`config.mk`:
```
export PLATFORM = sky130hd
export DESIGN_NAME = ob_cntrl_dec
export DESIGN_NICKNAME = d
export VERILOG_FILES = /design/src/rtl/ob_cntrl_dec.sv
export SDC_FILE = /design/constraint.sdc
export NUM_CORES = 1
export LEC_CHECK = 0
export CORE_ASPECT_RATIO = 0.75
export CORE_UTILIZATION = 48
export CTS_CLUSTER_DIAMETER = 40
export DETAILED_ROUTE_END_ITERATION = 10
export PLACE_DENSITY = 0.81
export SKIP_LAST_GASP = 1
export SYNTH_ARGS = -nofsm -noshare
export SYNTH_HDL_FRONTEND = slang
export SYNTH_SLANG_ARGS = --single-unit
```
`constraint.sdc`:
```
create_clock -name clk -period 13.8 [get_ports clk]
set_input_delay 4.14 -clock clk [delete_from_list [all_inputs] [get_ports clk]]
set_output_delay 4.14 -clock clk [all_outputs]
set_load 0.02 [all_outputs]
```
`src/rtl/ob_cntrl_dec.sv`:
```
// Order-book control decoder: registered instruction expansion into table
// strobes and operands, plus a small response FIFO toward egress.

package ob_pkg;
   typedef logic [7:0]  uid_t;
   typedef logic [15:0] qty_t;
   typedef logic [15:0] price_t;
   typedef logic [31:0] accum_t;

   typedef enum logic [1:0] {
      S_Okay       = 2'd0,
      S_Reject     = 2'd1,
      S_CancelHit  = 2'd2,
      S_CancelMiss = 2'd3
   } status_t;

   typedef struct packed {
      uid_t   uid;
      qty_t   quantity;
      price_t price;
   } table_t;

   typedef struct packed {
      logic   hit;
      uid_t   uid;
      price_t price;
      qty_t   quantity;
   } search_result_t;

   typedef struct packed {
      uid_t    uid;
      status_t status;
      accum_t  accum;
      price_t  bid_price;
      price_t  ask_price;
   } rsp_t;
endpackage

package ob_cntrl_pkg;
   import ob_pkg::*;

   typedef enum logic [3:0] {
      OP_NOP                   = 4'd0,
      OP_SEARCH_RESULT         = 4'd1,
      OP_EMIT_RSP              = 4'd2,
      OP_PUSH_TABLE            = 4'd3,
      OP_POP_TABLE             = 4'd4,
      OP_REJECT_POP            = 4'd5,
      OP_ISSUE_QRY             = 4'd6,
      OP_ISSUE_CANCEL          = 4'd7,
      OP_ISSUE_RSP_QRY_BID_ASK = 4'd8,
      OP_ISSUE_POP_TOP         = 4'd9
   } opcode_t;

   typedef enum logic [2:0] {
      TBL_ID__LM_ASK = 3'd0,
      TBL_ID__LM_BID = 3'd1,
      TBL_ID__MK_ASK = 3'd2,
      TBL_ID__MK_BID = 3'd3
   } table_id_t;

   // Operand views, all 45 bits wide (emit_rsp is the widest and sets the size).
   typedef struct packed { search_result_t sr; logic [3:0] pad; } op_search_result_t;
   typedef struct packed {
      uid_t uid; status_t status; logic set_accum; accum_t accum;
      logic lm_bid_reject_pop; logic lm_ask_reject_pop;
   } op_emit_rsp_t;
   typedef struct packed { table_id_t table_id; table_t cmd; logic [1:0] pad; } op_push_table_t;
   typedef struct packed { table_id_t table_id; logic [41:0] pad; } op_pop_table_t;
   typedef struct packed { table_id_t id; logic [41:0] pad; } op_pop_top_t;
   typedef struct packed { uid_t uid; logic is_ask; logic [35:0] pad; } op_reject_pop_t;
   typedef struct packed { logic is_ask; price_t price; qty_t quantity; logic [11:0] pad; } op_issue_qry_t;
   typedef struct packed { uid_t uid; logic [36:0] pad; } op_cancel_t;
   typedef struct packed {
      uid_t uid; status_t status; price_t bid_price; price_t ask_price; logic [2:0] pad;
   } op_rsp_qry_bid_ask_t;

   typedef union packed {
      op_search_result_t   search_result;
      op_emit_rsp_t        emit_rsp;
      op_push_table_t      push_table;
      op_pop_table_t       pop_table;
      op_pop_top_t         pop_top;
      op_reject_pop_t      reject_pop;
      op_issue_qry_t       issue_qry;
      op_cancel_t          cancel;
      op_rsp_qry_bid_ask_t rsp_qry_bid_ask;
   } oprand_t;

   typedef struct packed {
      opcode_t opcode;
      oprand_t oprand;
   } inst_t;

   typedef struct packed { price_t price; qty_t quantity; } qry_rsp_t;

   typedef struct packed {
      logic lm_ask_insert;   table_t lm_ask_insert_tbl;
      logic lm_bid_insert;   table_t lm_bid_insert_tbl;
      logic mk_ask_insert;   table_t mk_ask_insert_tbl;
      logic mk_bid_insert;   table_t mk_bid_insert_tbl;
      logic lm_ask_pop, lm_bid_pop, mk_ask_head_pop, mk_bid_head_pop;
      logic lm_ask_reject_pop, lm_bid_reject_pop;
      logic lm_ask_qry_rsp_vld, lm_bid_qry_rsp_vld;
      qry_rsp_t qry_rsp;
      logic lm_ask_cancel;   uid_t lm_ask_cancel_uid;
      logic lm_bid_cancel;   uid_t lm_bid_cancel_uid;
      logic mk_ask_cancel;   uid_t mk_ask_cancel_uid;
      logic mk_bid_cancel;   uid_t mk_bid_cancel_uid;
      logic rsp_vld;
      rsp_t rsp;
   } ucode_t;
endpackage

module ob_cntrl_dec
   import ob_pkg::*;
   import ob_cntrl_pkg::*;
#(
   parameter int RSP_Q_N = 2
) (
   input  logic           clk,
   input  logic           rst,
   input  logic           inst_vld,
   input  inst_t          inst,
   output logic           inst_rdy,
   output ucode_t         uc,
   output logic           sr_vld,
   output search_result_t sr,
   output logic           rsp_vld,
   output rsp_t           rsp,
   input  logic           rsp_accept,
   output logic           err
);
   localparam int PTR_W = (RSP_Q_N > 2) ? $clog2(RSP_Q_N) : 1;
   localparam int CNT_W = PTR_W + 1;

   ucode_t         uc_q, uc_d;
   search_result_t sr_q, sr_d;
   logic           sr_vld_q, sr_vld_d;
   logic           err_q, err_d;

   rsp_t             mem_q [RSP_Q_N];
   logic [PTR_W-1:0] wr_ptr_q, wr_ptr_d, rd_ptr_q, rd_ptr_d;
   logic [CNT_W-1:0] cnt_q, cnt_d;

   logic      fire, illegal, enq, pop;
   rsp_t      enq_rsp;
   table_id_t tid;

   assign inst_rdy = (cnt_q != CNT_W'(RSP_Q_N));
   assign rsp_vld  = (cnt_q != '0);
   assign rsp      = mem_q[rd_ptr_q];
   assign fire     = inst_vld & inst_rdy;
   assign pop      = rsp_vld & rsp_accept;
   assign uc       = uc_q;
   assign sr       = sr_q;
   assign sr_vld   = sr_vld_q;
   assign err      = err_q;

   // Pick the table selector from whichever operand view the opcode uses.
   always_comb begin
      case (inst.opcode)
         OP_POP_TABLE:     tid = inst.oprand.pop_table.table_id;
         OP_ISSUE_POP_TOP: tid = inst.oprand.pop_top.id;
         default:          tid = inst.oprand.push_table.table_id;
      endcase
   end

   assign illegal = (inst.opcode > OP_ISSUE_POP_TOP) ||
                    ((inst.opcode inside {OP_PUSH_TABLE, OP_POP_TABLE, OP_ISSUE_POP_TOP}) &&
                     (tid > TBL_ID__MK_BID));
   assign err_d   = err_q | (fire & illegal);

   // Decode: strobes default low every cycle, operands hold unless rewritten.
   always_comb begin
      uc_d = uc_q;
      {uc_d.lm_ask_insert, uc_d.lm_bid_insert, uc_d.mk_ask_insert, uc_d.mk_bid_insert,
       uc_d.lm_ask_pop, uc_d.lm_bid_pop, uc_d.mk_ask_head_pop, uc_d.mk_bid_head_pop,
       uc_d.lm_ask_reject_pop, uc_d.lm_bid_reject_pop,
       uc_d.lm_ask_qry_rsp_vld, uc_d.lm_bid_qry_rsp_vld,
       uc_d.lm_ask_cancel, uc_d.lm_bid_cancel, uc_d.mk_ask_cancel, uc_d.mk_bid_cancel} = '0;
      uc_d.rsp_vld = 1'b0;
      uc_d.rsp     = '0;
      sr_d     = sr_q;
      sr_vld_d = 1'b0;
      enq      = 1'b0;
      enq_rsp  = '0;
      if (fire && !illegal) begin
         case (inst.opcode)
            OP_SEARCH_RESULT: begin
               sr_vld_d = 1'b1;
               sr_d     = inst.oprand.search_result.sr;
            end
            OP_EMIT_RSP: begin
               enq            = 1'b1;
               enq_rsp.uid    = inst.oprand.emit_rsp.uid;
               enq_rsp.status = inst.oprand.emit_rsp.status;
               enq_rsp.accum  = inst.oprand.emit_rsp.set_accum ? inst.oprand.emit_rsp.accum : '0;
               uc_d.lm_bid_reject_pop = inst.oprand.emit_rsp.lm_bid_reject_pop;
               uc_d.lm_ask_reject_pop = inst.oprand.emit_rsp.lm_ask_reject_pop;
            end
            OP_PUSH_TABLE: begin
               case (tid)
                  TBL_ID__LM_ASK: begin uc_d.lm_ask_insert = 1'b1; uc_d.lm_ask_insert_tbl = inst.oprand.push_table.cmd; end
                  TBL_ID__LM_BID: begin uc_d.lm_bid_insert = 1'b1; uc_d.lm_bid_insert_tbl = inst.oprand.push_table.cmd; end
                  TBL_ID__MK_ASK: begin uc_d.mk_ask_insert = 1'b1; uc_d.mk_ask_insert_tbl = inst.oprand.push_table.cmd; end
                  TBL_ID__MK_BID: begin uc_d.mk_bid_insert = 1'b1; uc_d.mk_bid_insert_tbl = inst.oprand.push_table.cmd; end
                  default: ;
               endcase
            end
            OP_POP_TABLE, OP_ISSUE_POP_TOP: begin
               case (tid)
                  TBL_ID__LM_ASK: uc_d.lm_ask_pop      = 1'b1;
                  TBL_ID__LM_BID: uc_d.lm_bid_pop      = 1'b1;
                  TBL_ID__MK_ASK: uc_d.mk_ask_head_pop = 1'b1;
                  TBL_ID__MK_BID: uc_d.mk_bid_head_pop = 1'b1;
                  default: ;
               endcase
            end
            OP_REJECT_POP: begin
               uc_d.lm_ask_reject_pop = inst.oprand.reject_pop.is_ask;
               uc_d.lm_bid_reject_pop = !inst.oprand.reject_pop.is_ask;
               enq            = 1'b1;
               enq_rsp.uid    = inst.oprand.reject_pop.uid;
               enq_rsp.status = S_Reject;
            end
            OP_ISSUE_QRY: begin
               uc_d.lm_ask_qry_rsp_vld = inst.oprand.issue_qry.is_ask;
               uc_d.lm_bid_qry_rsp_vld = !inst.oprand.issue_qry.is_ask;
               uc_d.qry_rsp.price      = inst.oprand.issue_qry.price;
               uc_d.qry_rsp.quantity   = inst.oprand.issue_qry.quantity;
            end
            OP_ISSUE_CANCEL: begin
               {uc_d.lm_ask_cancel, uc_d.lm_bid_cancel, uc_d.mk_ask_cancel, uc_d.mk_bid_cancel} = 4'hF;
               uc_d.lm_ask_cancel_uid = inst.oprand.cancel.uid;
               uc_d.lm_bid_cancel_uid = inst.oprand.cancel.uid;
               uc_d.mk_ask_cancel_uid = inst.oprand.cancel.uid;
               uc_d.mk_bid_cancel_uid = inst.oprand.cancel.uid;
            end
            OP_ISSUE_RSP_QRY_BID_ASK: begin
               enq               = 1'b1;
               enq_rsp.uid       = inst.oprand.rsp_qry_bid_ask.uid;
               enq_rsp.status    = inst.oprand.rsp_qry_bid_ask.status;
               enq_rsp.bid_price = inst.oprand.rsp_qry_bid_ask.bid_price;
               enq_rsp.ask_price = inst.oprand.rsp_qry_bid_ask.ask_price;
            end
            default: ;
         endcase
      end
   end

   // Decoded ucode, search result and sticky error registers.
   always_ff @(posedge clk or posedge rst) begin
      if (rst) begin
         uc_q     <= '0;
         sr_q     <= '0;
         sr_vld_q <= 1'b0;
         err_q    <= 1'b0;
      end else begin
         uc_q     <= uc_d;
         sr_q     <= sr_d;
         sr_vld_q <= sr_vld_d;
         err_q    <= err_d;
      end
   end

   // FIFO pointer/count next state; enqueue never hits a full FIFO because fire needs inst_rdy.
   always_comb begin
      wr_ptr_d = wr_ptr_q;
      rd_ptr_d = rd_ptr_q;
      cnt_d    = cnt_q;
      if (enq) wr_ptr_d = wr_ptr_q + PTR_W'(1);
      if (pop) rd_ptr_d = rd_ptr_q + PTR_W'(1);
      case ({enq, pop})
         2'b10:   cnt_d = cnt_q + CNT_W'(1);
         2'b01:   cnt_d = cnt_q - CNT_W'(1);
         default: ;
      endcase
   end

   // FIFO control state.
   always_ff @(posedge clk or posedge rst) begin
      if (rst) begin
         wr_ptr_q <= '0;
         rd_ptr_q <= '0;
         cnt_q    <= '0;
      end else begin
         wr_ptr_q <= wr_ptr_d;
         rd_ptr_q <= rd_ptr_d;
         cnt_q    <= cnt_d;
      end
   end

   // FIFO storage; contents are only meaningful under cnt_q, so no reset needed.
   always_ff @(posedge clk) begin
      if (enq) mem_q[wr_ptr_q] <= enq_rsp;
   end
endmodule

```
=== After elaboration in Yosys (flattened, before gate mapping) ===
Memories as Yosys holds them, arrays and structs flattened.
Index checks and enable logic that the tools add are counted.
W data, S select, Z words.

* Multiplexer cells: 26
* Bitwise logic cells: 4
* Reductions and logical operators: 20
* $lt $le $gt $ge: 2
* Equality and inequality tests: 15
* Add/sub/neg operators: 4

{| class="wikitable"
|+ Operators by type and width
! cell !! number
|-
| $mux W240 || 1
|-
| $mux W164 || 1
|-
| $mux W41 || 4
|-
| $mux W32 || 3
|-
| $mux W74 || 1
|-
| $mux W36 || 1
|-
| $mux W34 || 1
|-
| $pmux W10 S2 || 1
|-
| $eq A4 B3 Y1 const B || 4
|-
| $reduce_and A3 Y1 || 4
|-
| $mux W1 || 10
|-
| $eq A4 B2 Y1 const B || 2
|-
| $eq A4 B4 Y1 const B || 2
|-
| $pmux W2 S2 || 2
|-
| $eq A3 B2 Y1 const B || 2
|-
| $reduce_and A2 Y1 || 3
|-
| $eq A4 B1 Y1 const B || 1
|-
| $gt A4 B4 Y1 const B || 1
|-
| $mux W4 || 1
|-
| $reduce_bool A2 Y1 || 2
|-
| $reduce_or A2 Y1 || 2
|-
| $and A1 B1 Y1 || 3
|-
| $eq A3 B1 Y1 const B || 1
|-
| $gt A3 B2 Y1 const B || 1
|-
| other kinds (13) || 17
|}

* Output and inout port bits: 434
* RAM bits: 148
* Logic and storage cells: 112
* Memories: 1
* Bits in registers: 263

{| class="wikitable"
|+ Memories
! memory !! words !! bits a word !! read ports !! clocked after memory_dff !! write ports !! RTL line !! source
|-
| mem_q || 2 || 74 || 1 || 0 || 1 || 142 || <nowiki>rsp_t mem_q [RSP_Q_N];</nowiki>
|}

=== Depth between registers and ports, before layout ===
Gate-level depths: netlist (run 1).

* Depth in word-level cells: 9
* Depth in mapped cells: 10
* Depth with buffers taken out: 8

=== Worst setup path before layout (run 1) ===
No wires, ideal clock.

* Kind: input-to-reg
* From: input port inst[48] in the netlist's numbering
* To: memory mem_q[0][0] in the netlist's numbering (enable)
* Stages on the path: 5
* Path buffers: 1
* Arrival: 8.087 ns
* Data required time: 13.284 ns
* Setup slack: 5.197 ns
* Cells stage by stage: buf_2 > xnor2_1 > nor3_1 > o21a_1 > nor2b_1

* Word-level cells in the longest chain between the ends: 9

{| class="wikitable"
|+ RTL lines
! element !! RTL line !! source
|-
| from (decl) || 124 || <nowiki>input inst_t inst,</nowiki>
|-
| $eq A4 B2 Y1, or another cell as far along || 170 || <nowiki>((inst.opcode inside {OP_PUSH_TABLE, OP_POP_TABLE, OP_ISSUE_POP_TOP}) &&</nowiki>
|-
| $reduce_bool A3 Y1 || 170 ||
|-
| $logic_and A1 B1 Y1 || 170 ||
|-
| $logic_or A1 B1 Y1 || 169 || <nowiki>assign illegal = (inst.opcode > OP_ISSUE_POP_TOP) ||</nowiki>
|-
| $logic_not A1 Y1 || 188 || <nowiki>if (fire && !illegal) begin</nowiki>
|-
| $logic_and A1 B1 Y1 || 188 ||
|-
| $mux W1 * || 188 ||
|-
| $mux W1 * || 296 || <nowiki>if (enq) mem_q[wr_ptr_q] <= enq_rsp;</nowiki>
|-
| $mux W1 (implied by the code) * || 296 ||
|-
| to (decl) || 142 ||
|}

Every way passes the cells marked *; elsewhere a longest branch is shown, timed or not.

==> results.py, run 1 <==
metrics = {
    "placement": {
        "portBuffers": 411,
        "gp_congestion": 0.805,
        "hpwl_mm": 28.1,
    },
    "timing": {
        "max-slew-margin-rel": 0.269,
        "tightest_slew_ps": 1100,
        "drv_slew": 0,
        "period_share": 0.504,
        "finalHoldViolCount": 0,
        "skew_ps": 30.6,
        "setup_viol": 0,
        "layout_min_cycle_time_ps": 6960,
        "rsz0062_at_grt": "no",
        "clock.fmax_mhz": 144,
        "hold_ws_ps": 485,
        "tns_ps": 0,
    },
    "route": {
        "wirelength_mm": 43.0,
        "post-route-drc-count": 0,
        "avgRoutedWirePerCell_um": 22.5,
        "postRouteAntennaNets": 0,
        "viasPerCell": 5.18,
        "first_pass_iters": 6,
        "num_vias": 9868,
        "first_iter_violations": 573,
    },
    "cts": {
        "cts.sinks": 408,
        "tritoncts": "done",
        "cts_setup_buffers": 0,
        "clkLatencyLatePin_ps": 550,
        "cts.path.max_buffers": 3,
        "hold_buffers": 0,
        "clk_pin_slew_ps": 60,
        "root_buffer": "clkbuf_16",
        "numCtsBuffers": 47,
        "cts_max_level": 2,
        "postCtsResizedCells": 0,
    },
    "worst_setup_path": {
        "crit_fanout": 75,
        "crit_path_start_kind": "register",
        "r2r-end": "mem_q[0][62]$_DFFE_PP_",
        "worstSetupPathType": "reg2out",
        "crit_required_ps": 9660,
        "rrSetupSlack_ps": 10730,
        "reg2reg_depth": 6,
        "startpoint": "rd_ptr_q$_DFFE_PP0P_",
        "crit_path_end_kind": "output port",
        "cp.arrival_ps": 2820,
        "r2r-start": "cnt_q[1]$_DFFE_PP0P_",
    },
    "grt": {
        "grt_overflow": 0,
        "grt_pass1_wl_mm": 64.3,
        "first_global_vias": 10200,
        "grt_antenna_before_repair": 1,
        "grt_usage": 0.243,
        "grt_max_degree": 117,
    },
    "floorplanning": {
        "rows": 58,
        "io_pins": 487,
        "fp.dieW_um": 217,
        "core_mm2": 0.0338,
        "start_util": 0.491,
        "die_area_mm2": 0.0353,
        "die-height_um": 163,
    },
    "final_layout": {
        "fin_util": 0.660,
        "n_antenna_cell": 0,
        "synthToLayoutAreaGrowth_pct": 34.4,
        "seq_area_mm2": 0.0110,
        "nets": 1471,
        "fill_cells": 2383,
        "multi_input_area_mm2": 0.00493,
        "drive_gt1_frac": 0.281,
    },
    "power": {
        "power_density_mw_per_mm2": 180,
        "peakVddDrop_uv": 147,
        "p_leak_nw": 9.67,
    },
    "synth": {
        "syn_area_mm2": 0.0166,
        "synth_ff_type": "dfrtp_1",
        "ys_types": 42,
        "yosys.area.top_type": "dfrtp_1",
        "synthCells": 1020,
        "ys_async_sr_fraction": 0.637,
        "synth_compound_area_frac": 0.00354,
        "synthTopCellsByArea": "dfrtp_1 39%, edfxtp_1 27%, mux2_2 18%",
        "yosys.area_share.simple": 0.0470,
        "synth_top_family_by_area": "multiplexers",
        "ys_seq_area_frac": 0.660,
        "synth_xor_area_frac": 0.00317,
        "synth-adder-area-share": 0.000754,
        "yosysWarnings": 0,
        "synth_edf_count": 148,
        "synth_mux_area_frac": 0.222,
        "avgSynthCellArea_um2": 16.3,
        "ys_ff_latch": 408,
        "synth_top_cell_area_share": 0.392,
    },
    "job": {
        "max_cap_viol_count": 0,
    },
    "status": {
        "status": "finished clean",
    },
    "worst_hold_path": {
        "hold-path-cell-count": 1,
        "hp-class": "reg2reg",
        "min_to": "uc[115]$_DFFE_PP0P_",
        "hold_start": "uc[115]$_DFFE_PP0P_",
    },
}
-- synthesized netlist by cell type (all sizes together) (3+ instances only) --
cell and n:
mux2 315, dfrtp 260, edfxtp 148, buf 130
and2 45, and3 33, clkbuf 21, inv 8
nor3 8, nand2 5, nor2 5, nor4 5
nor2b 4, nand4 3, xnor2 3, xor2 3
-- cell type report --
class,instances,area share
clock inverter,24,0.0122
sequential,408,0.491
timing repair buffer,425,0.189
multi-input combinational,527,0.221
tap,450,0.0252
clock buffer,63,0.0601
inverter,8,0.00168
-- placed cells by master (no fill, tap or decap), types with 5 or more instances in the layout --
master	Yosys	layout
mux2_1	9	9
inv_1	8	7
clkinvlp_4	0	6
and2_1	44	44
nand2_1	5	5
buf_4	106	14
clkbuf_1	21	10
and3_1	33	33
mux2_2	267	267
mux2_4	39	39
clkdlybuf4s50_1	0	411
dfrtp_1	260	259
clkinv_4	0	6
clkbuf_16	0	51
nor3_1	7	6
conb_1	1	75
nor2_1	5	5
edfxtp_1	148	148
-- flip-flops by register name (all words and copies together) (netlist names) --
signal,count
mem_q,148
err,1
wr_ptr_q,1
cnt_q,2
sr,41
rd_ptr_q,1
uc,213
sr_vld,1
-- metal layers --
| layer | global-route usage | share of wire |
|---|---|---|
| met1 | 0.322 | 0.42 |
| met2 | 0.391 | 0.48 |
| met3 | 0.0775 | 0.082 |
| met4 | 0.0615 | 0.019 |
| met5 | 0 | 0 |
-- cells by family after synthesis --
kind of cell / Yosys count
flops: 408
mux: 315
buf+inv: 159
simple gates: 122
compound gates: 8
xor+xnor: 6
fa+ha+maj: 1
other cells: 1
-- through the flow --
| step | cells | setup WS [ps] | instance area (um2) | total power, mW |
|---|---|---|---|---|
| floorplan | 1094 | 2500 | 16900 | 2.20 |
| global placement | 1818 | 6720 | 20700 | 2.75 |
| detailed placement | 1818 | 6620 | 20700 | 2.77 |
| CTS | 1905 | 6840 | 22300 | 4.05 |
| global route | 1905 | 6750 | 22300 | 4.16 |
| finish | 1905 | 6840 | 22300 | 4.01 |
-- power by group --
| part | internal (mW) | total, mW | switching [mW] |
|---|---|---|---|
| clock | 0.765 | 1.26 | 0.496 |
| combinational | 0.601 | 1.21 | 0.604 |
| sequential | 1.41 | 1.55 | 0.133 |
| total | 2.78 | 4.01 | 1.23 |
-- worst max-delay path, stage by stage (launching register included) --
cell and delay, ps:
dfrtp_4 1140, mux2_2 420, clkdlybuf4s50_1 670
-- how the worst max path moves through the flow --
stage	to	slack (ps)
2_1_floorplan	cnt_q[0]$_DFFE_PP0P_	2500
3_3_place_gp	mem_q[0][44]$_DFFE_PP_	6720
3_5_place_dp	mem_q[0][48]$_DFFE_PP_	6620
4_1_cts	rsp[61]	6840
5_1_grt	rsp[61]	6750
6_report	rsp[61]	6840
No activity file was read; power rests on OpenSTA's default activity.
==> inputs of run 2 (changes only) <==
Settings changed: CORE_UTILIZATION 48 to 43, PLACE_DENSITY 0.81 to 0.77.
Clock period 13.8 ns to 5.8 ns, I/O delays scaled along.
==> run 2 against run 1 <==
Against the previous run:
- sequential power grew 140%
- via count down 0.41%
- combinational power rose by 140%
- worst setup slack got worse by 5600 ps
- first-iteration DRC count decreased by 24%
- non-clock buffer count rose by 1
- total power rose by 140%
- clock power grew 140%
- sequential share of layout area down 0.35 points
- cell count grew 2.9%
- critical path depth is the same
- final area rose by 0.72%
- largest power group unchanged
- highest routed layer unchanged
==> results.py, run 2 (synthesized netlist as in run 1, its figures left out) <==
metrics = {
    "final_layout": {
        "synthToLayoutAreaGrowth_pct": 35.4,
        "n_antenna_cell": 0,
        "nets": 1473,
        "final_common_cell": "clkdlybuf4s50_1",
        "drive_gt1_frac": 0.283,
        "layout_common_cells": "411 x clkdlybuf4s50_1, 267 x mux2_2, 259 x dfrtp_1, 148 x edfxtp_1, 75 x conb_1",
        "largest_reg_flops": 213,
        "final_cells": 1961,
        "stdcell_area_mm2": 0.0225,
        "fin_util": 0.598,
    },
    "floorplanning": {
        "start_util": 0.442,
        "core_mm2": 0.0376,
        "fp.dieW_um": 229,
        "die-height_um": 172,
        "io_pins": 487,
        "die_area_mm2": 0.0394,
        "rows": 61,
    },
    "cts": {
        "cts.path.max_buffers": 3,
        "cts_max_level": 2,
        "clk_pin_slew_ps": 60,
        "postCtsResizedCells": 0,
        "tritoncts": "done",
        "cts_setup_buffers": 0,
        "root_buffer": "clkbuf_16",
        "clkLatencyLatePin_ps": 550,
        "cts.sinks": 408,
        "hold_buffers": 0,
        "numCtsBuffers": 48,
    },
    "worst_setup_path": {
        "crit_chain": "mux2_2 > clkdlybuf4s50_1",
        "crit_required_ps": 4060,
        "worstSetupPathType": "reg2out",
        "crit_path_start_kind": "register",
        "crit_path_end_kind": "output port",
        "critPathMaxStageDelay_ps": 1140,
        "slowest_stage": "dfrtp_4",
        "cp.arrival_ps": 2780,
        "crit_fanout": 75,
    },
    "power": {
        "power_density_mw_per_mm2": 426,
        "total_power_mw": 9.58,
        "p_comb_frac": 0.298,
        "p_switching_mw": 2.95,
        "p_int_mw": 6.63,
        "p_leak_nw": 9.73,
        "clkPwrFrac": 0.318,
        "seqPwrFrac": 0.384,
        "peakVddDrop_uv": 269,
        "p_sw_frac": 0.308,
    },
    "placement": {
        "placedCellCount": 1873,
        "pre_cts_ws_ps": 1220,
        "portBuffers": 411,
        "hpwl_mm": 28.6,
        "gp_congestion": 0.814,
        "place_area_mm2": 0.0208,
    },
    "timing": {
        "fin_ws_ps": 1280,
        "rsz0062_at_grt": "no",
        "tns_ps": 0,
        "drv_slew": 0,
        "tightest_slew_ps": 1100,
        "setup_viol": 0,
        "period_share": 0.779,
        "layout_min_cycle_time_ps": 4520,
        "skew_ps": 16.0,
        "clock.fmax_mhz": 221,
        "max-slew-margin-rel": 0.267,
        "finalHoldViolCount": 0,
        "hold_ws_ps": 463,
    },
    "grt": {
        "grt_antenna_before_repair": 1,
        "first_global_vias": 10300,
        "grt_usage": 0.219,
        "grt_max_degree": 137,
        "grt_overflow": 0,
        "grt_pass1_wl_mm": 64.9,
    },
    "route": {
        "postRouteAntennaNets": 0,
        "post-route-drc-count": 0,
        "avgRoutedWirePerCell_um": 22.2,
        "first_pass_iters": 4,
        "wirelength_mm": 43.5,
        "viasPerCell": 5.01,
        "first_iter_violations": 437,
        "num_vias": 9828,
    },
    "job": {
        "max_cap_viol_count": 0,
    },
    "status": {
        "status": "finished clean",
    },
    "worst_hold_path": {
        "hp-class": "reg2reg",
    },
}
==> run 2: path summary, 6_finish.rpt <==
| path | slack [ps] | end | depth (start not counted) | from |
|---|---|---|---|---|
| hold / removal | 460 | err$_DFF_PP0_ | 1 | err$_DFF_PP0_ |
| max in group asynchronous | 3100 | rd_ptr_q$_DFFE_PP0P_ | 3 | rst |
| setup / recovery | 1280 | rsp[63] | 2 | rd_ptr_q$_DFFE_PP0P_ |
| setup reg to reg | 3310 | sr[1]$_DFFE_PP0P_ | 6 | cnt_q[0]$_DFFE_PP0P_ |
| min in group asynchronous | 1550 | uc[301]$_DFFE_PP0P_ | 2 | rst |
| hold reg to reg | 460 | err$_DFF_PP0_ | 1 | err$_DFF_PP0_ |
==> run 2: area by class of cell <==
class,instances,area (um2)
fillers,2905,15100
flip-flops and latches,408,11000
multi-input cells,527,4930
repair buffers,426,4290
clock buffers,65,1380
well taps,504,631
clock inverters,23,259
inverters,8,33.8
==> run 2: worst max-delay path, delay by kind of cell (launching register included) <==
family	cells	cell delay, ps
buf+inv	1	550
mux	1	480
flops	1	1140
==> run 2: power by group through the flow <==
stage / registers [mW] / logic, mW / clock network [mW]
CTS: 3.68 / 2.88 / 3.11
global placement: 3.71 / 2.84 / 0
finish: 3.68 / 2.85 / 3.05
detailed placement: 3.73 / 2.86 / 0
global route: 3.73 / 2.98 / 3.23
floorplan: 3.98 / 1.27 / 0
==> run 2: routing by layer <==
metal,up-vias,track usage,share of wire
met1,5114,0.283,0.42
met4,0,0.0667,0.025
met5,-,0,0
met3,73,0.0651,0.080
li1,4295,-,-
met2,346,0.359,0.48
==> variant (flow settings as in run 1) <==
Reset style: synchronous (`rst`), changed in 2 clocked blocks.
--- a/src/rtl/ob_cntrl_dec.sv
+++ b/src/rtl/ob_cntrl_dec.sv
@@ -250,7 +250,7 @@
    end
 
    // Decoded ucode, search result and sticky error registers.
-   always_ff @(posedge clk or posedge rst) begin
+   always_ff @(posedge clk) begin
       if (rst) begin
          uc_q     <= '0;
          sr_q     <= '0;
@@ -279,7 +279,7 @@
    end
 
    // FIFO control state.
-   always_ff @(posedge clk or posedge rst) begin
+   always_ff @(posedge clk) begin
       if (rst) begin
          wr_ptr_q <= '0;
          rd_ptr_q <= '0;
Check against the original RTL: differs if rst is asserted again (counterexample within 4 cycles, from zero or initial values and one cycle with rst high); with rst held inactive, the same outputs for 4 cycles.
==> variant against run 1 <==
Via count rose by 21%; sequential cell count rose by 1; setup slack improved by 0.10 ns; routed wire length rose by 9.4%; non-clock buffer count fell by 1; largest cell class unchanged; area after synthesis rose by 1.9%; design area fell by 0.64%.
Power is not compared: it rests on default switching activity, and its combinational part moved more than twofold at a synthesized area within 25%.
==> variant: results (changes against run 1) <==
Mux share of post-synthesis cell area -> 0.147 (-0.0750)
Synth area leaders -> dfxtp_1, edfxtp_1, mux2i_1
First-pass GRT wire length -> 69100 um (+7.4%)
Post-synth EDFFs -> 148 (unchanged)
Synth Area in Compound Gates -> 0.0259 (+0.0223)
HP Class -> register to register
Max FFs per register -> 213 (unchanged)
Hold Crit Start -> sr[39]
DPL Wire Length -> 31400 um (+12%)
Critical-path maximum fanout -> 64 (-15%)
Largest net degree at the start of global routing -> 136 (+16%)
Reg2reg start -> cnt_q[0]
Top_reg_cell synth -> dfxtp_1
Pleak -> 8.72 nW
Relative slew slack -> 0.122 (-0.147)
WHS Path Cells -> 2 (+1)
Max clock buf depth -> 3 (unchanged)
Most instantiated cells after synthesis -> dfxtp_1, mux2i_1, nand2b_1
Switching pwr -> 0.659 mW
Clock skew -> 0.0122 ns (-0.0184 ns)
Register clock-pin slew on the reported worst setup and hold paths -> 0.06 ns (about the same)
Ys async rst share -> 0 (-0.637)
Clk_lat worst skew -> 0.54 ns
Final Net Count -> 1840 (+25%)
Min Hold Slack -> 0.456 ns (-0.0289 ns)
Pre-CTS setup slack -> 6.42 ns (-0.194 ns)
Port bufs -> 411 (unchanged)
R2R cell count -> 6 (unchanged)
Origin of the worst setup path -> inst[46]
Final setup TNS -> 0 ns (unchanged)
Yosys cell types -> 48 (+14%)
# resized after CTS -> 0 (unchanged)
Vias in the first global route -> 11714 (+15%)
Outcome -> finished, final reports clean
Initial drt markers -> 844 (+47%)
Routed WL per cell -> 20.6 um (-8.6%)
Cts bufs inserted -> 45 (-4.3%)
DR vias/cell -> 5.23 (+0.97%)
Post-synthesis adder-cell area fraction -> 0.000739 (-0.0000142)
IR drop worst, VDD -> 0.0895 mV
Global-route usage over all layers -> 0.254 (+0.0109)
Share of cells above drive strength 1 -> 0.112 (-0.169)
H-tree depth -> 2 (unchanged)
Data arrival, critical path -> 7.03 ns (+4.21 ns)
Post-synthesis sequential area ratio -> 0.571 (-0.0882)
YS warnings -> 0 (unchanged)
Detailed Routing Iterations Pass 1 -> 7 (+1)
Initial antenna violation count -> 1 (unchanged)
Post-Synth XOR/XNOR Area -> 0.00259 (-0.000577)
Placer Congestion -> 0.868 (+7.9%)
FF-to-FF setup slack -> 11.05 ns (+0.32 ns)
Hold path endpoint -> sr[39]
Post-CTS Setup Inserts -> 0 (unchanged)
CTS Root Cell -> clkbuf_16
R2R Path End -> mem_q[0][20]
## variant: per-stage QoR
step	cells	cell area, um^2
2_1_floorplan	1521	17200
3_3_place_gp	2196	20600
3_5_place_dp	2196	20600
4_1_cts	2279	22200
5_1_grt	2279	22200
6_report	2280	22200
## variant: worst max path at each step
stage	end	slack, ns	cells after the start
after CTS	rsp[58]	7.00	2
after global routing	mem_q[0][23]	6.72	6
after detailed placement	mem_q[0][20]	6.42	6
after global placement	mem_q[0][55]	6.54	6
after floorplan	mem_q[0][0]	4.77	6
final	mem_q[0][20]	6.94	6
## variant: metal layers
layer	GRT usage	wire length [um]
met5	0	0
met4	0.100	1570
met3	0.0698	4270
met2	0.422	22700
met1	0.315	18400
## variant: kinds of logic after synthesis
kind of cell / Yosys count
XOR/XNOR: 5
multiplexers: 240
buffers and inverters: 211
flip-flops: 409
other: 1
AND/OR/NAND/NOR: 495
adder cells (fa/ha/maj): 1
AO/OA/AOI/OAI: 85
## variant: power by group through the flow
stage | combinational (mW) | clock [mW] | sequential (mW)
after floorplan | 0.165 | 0 | 1.29
after global placement | 0.248 | 0 | 1.30
after detailed placement | 0.249 | 0 | 1.30
after CTS | 0.251 | 1.25 | 1.27
after global routing | 0.263 | 1.30 | 1.27
final | 0.251 | 1.23 | 1.27
## variant: critical path, stage by stage
cell and delay [ns]:
clkdlybuf4s50_1 0.66, and4bb_2 0.48, o311a_1 0.44, inv_1 0.18, nor2_4 0.31, buf_4 0.73
## variant: layout make-up
class | instances | area, um^2
diodes | 1 | 2.50
flip-flops and latches | 409 | 9670
repair buffers | 424 | 4210
fillers | 2669 | 12500
clock buffers | 56 | 1220
inverters | 5 | 18.8
multi-input cells | 901 | 6170
well taps | 457 | 572
clock inverters | 27 | 313
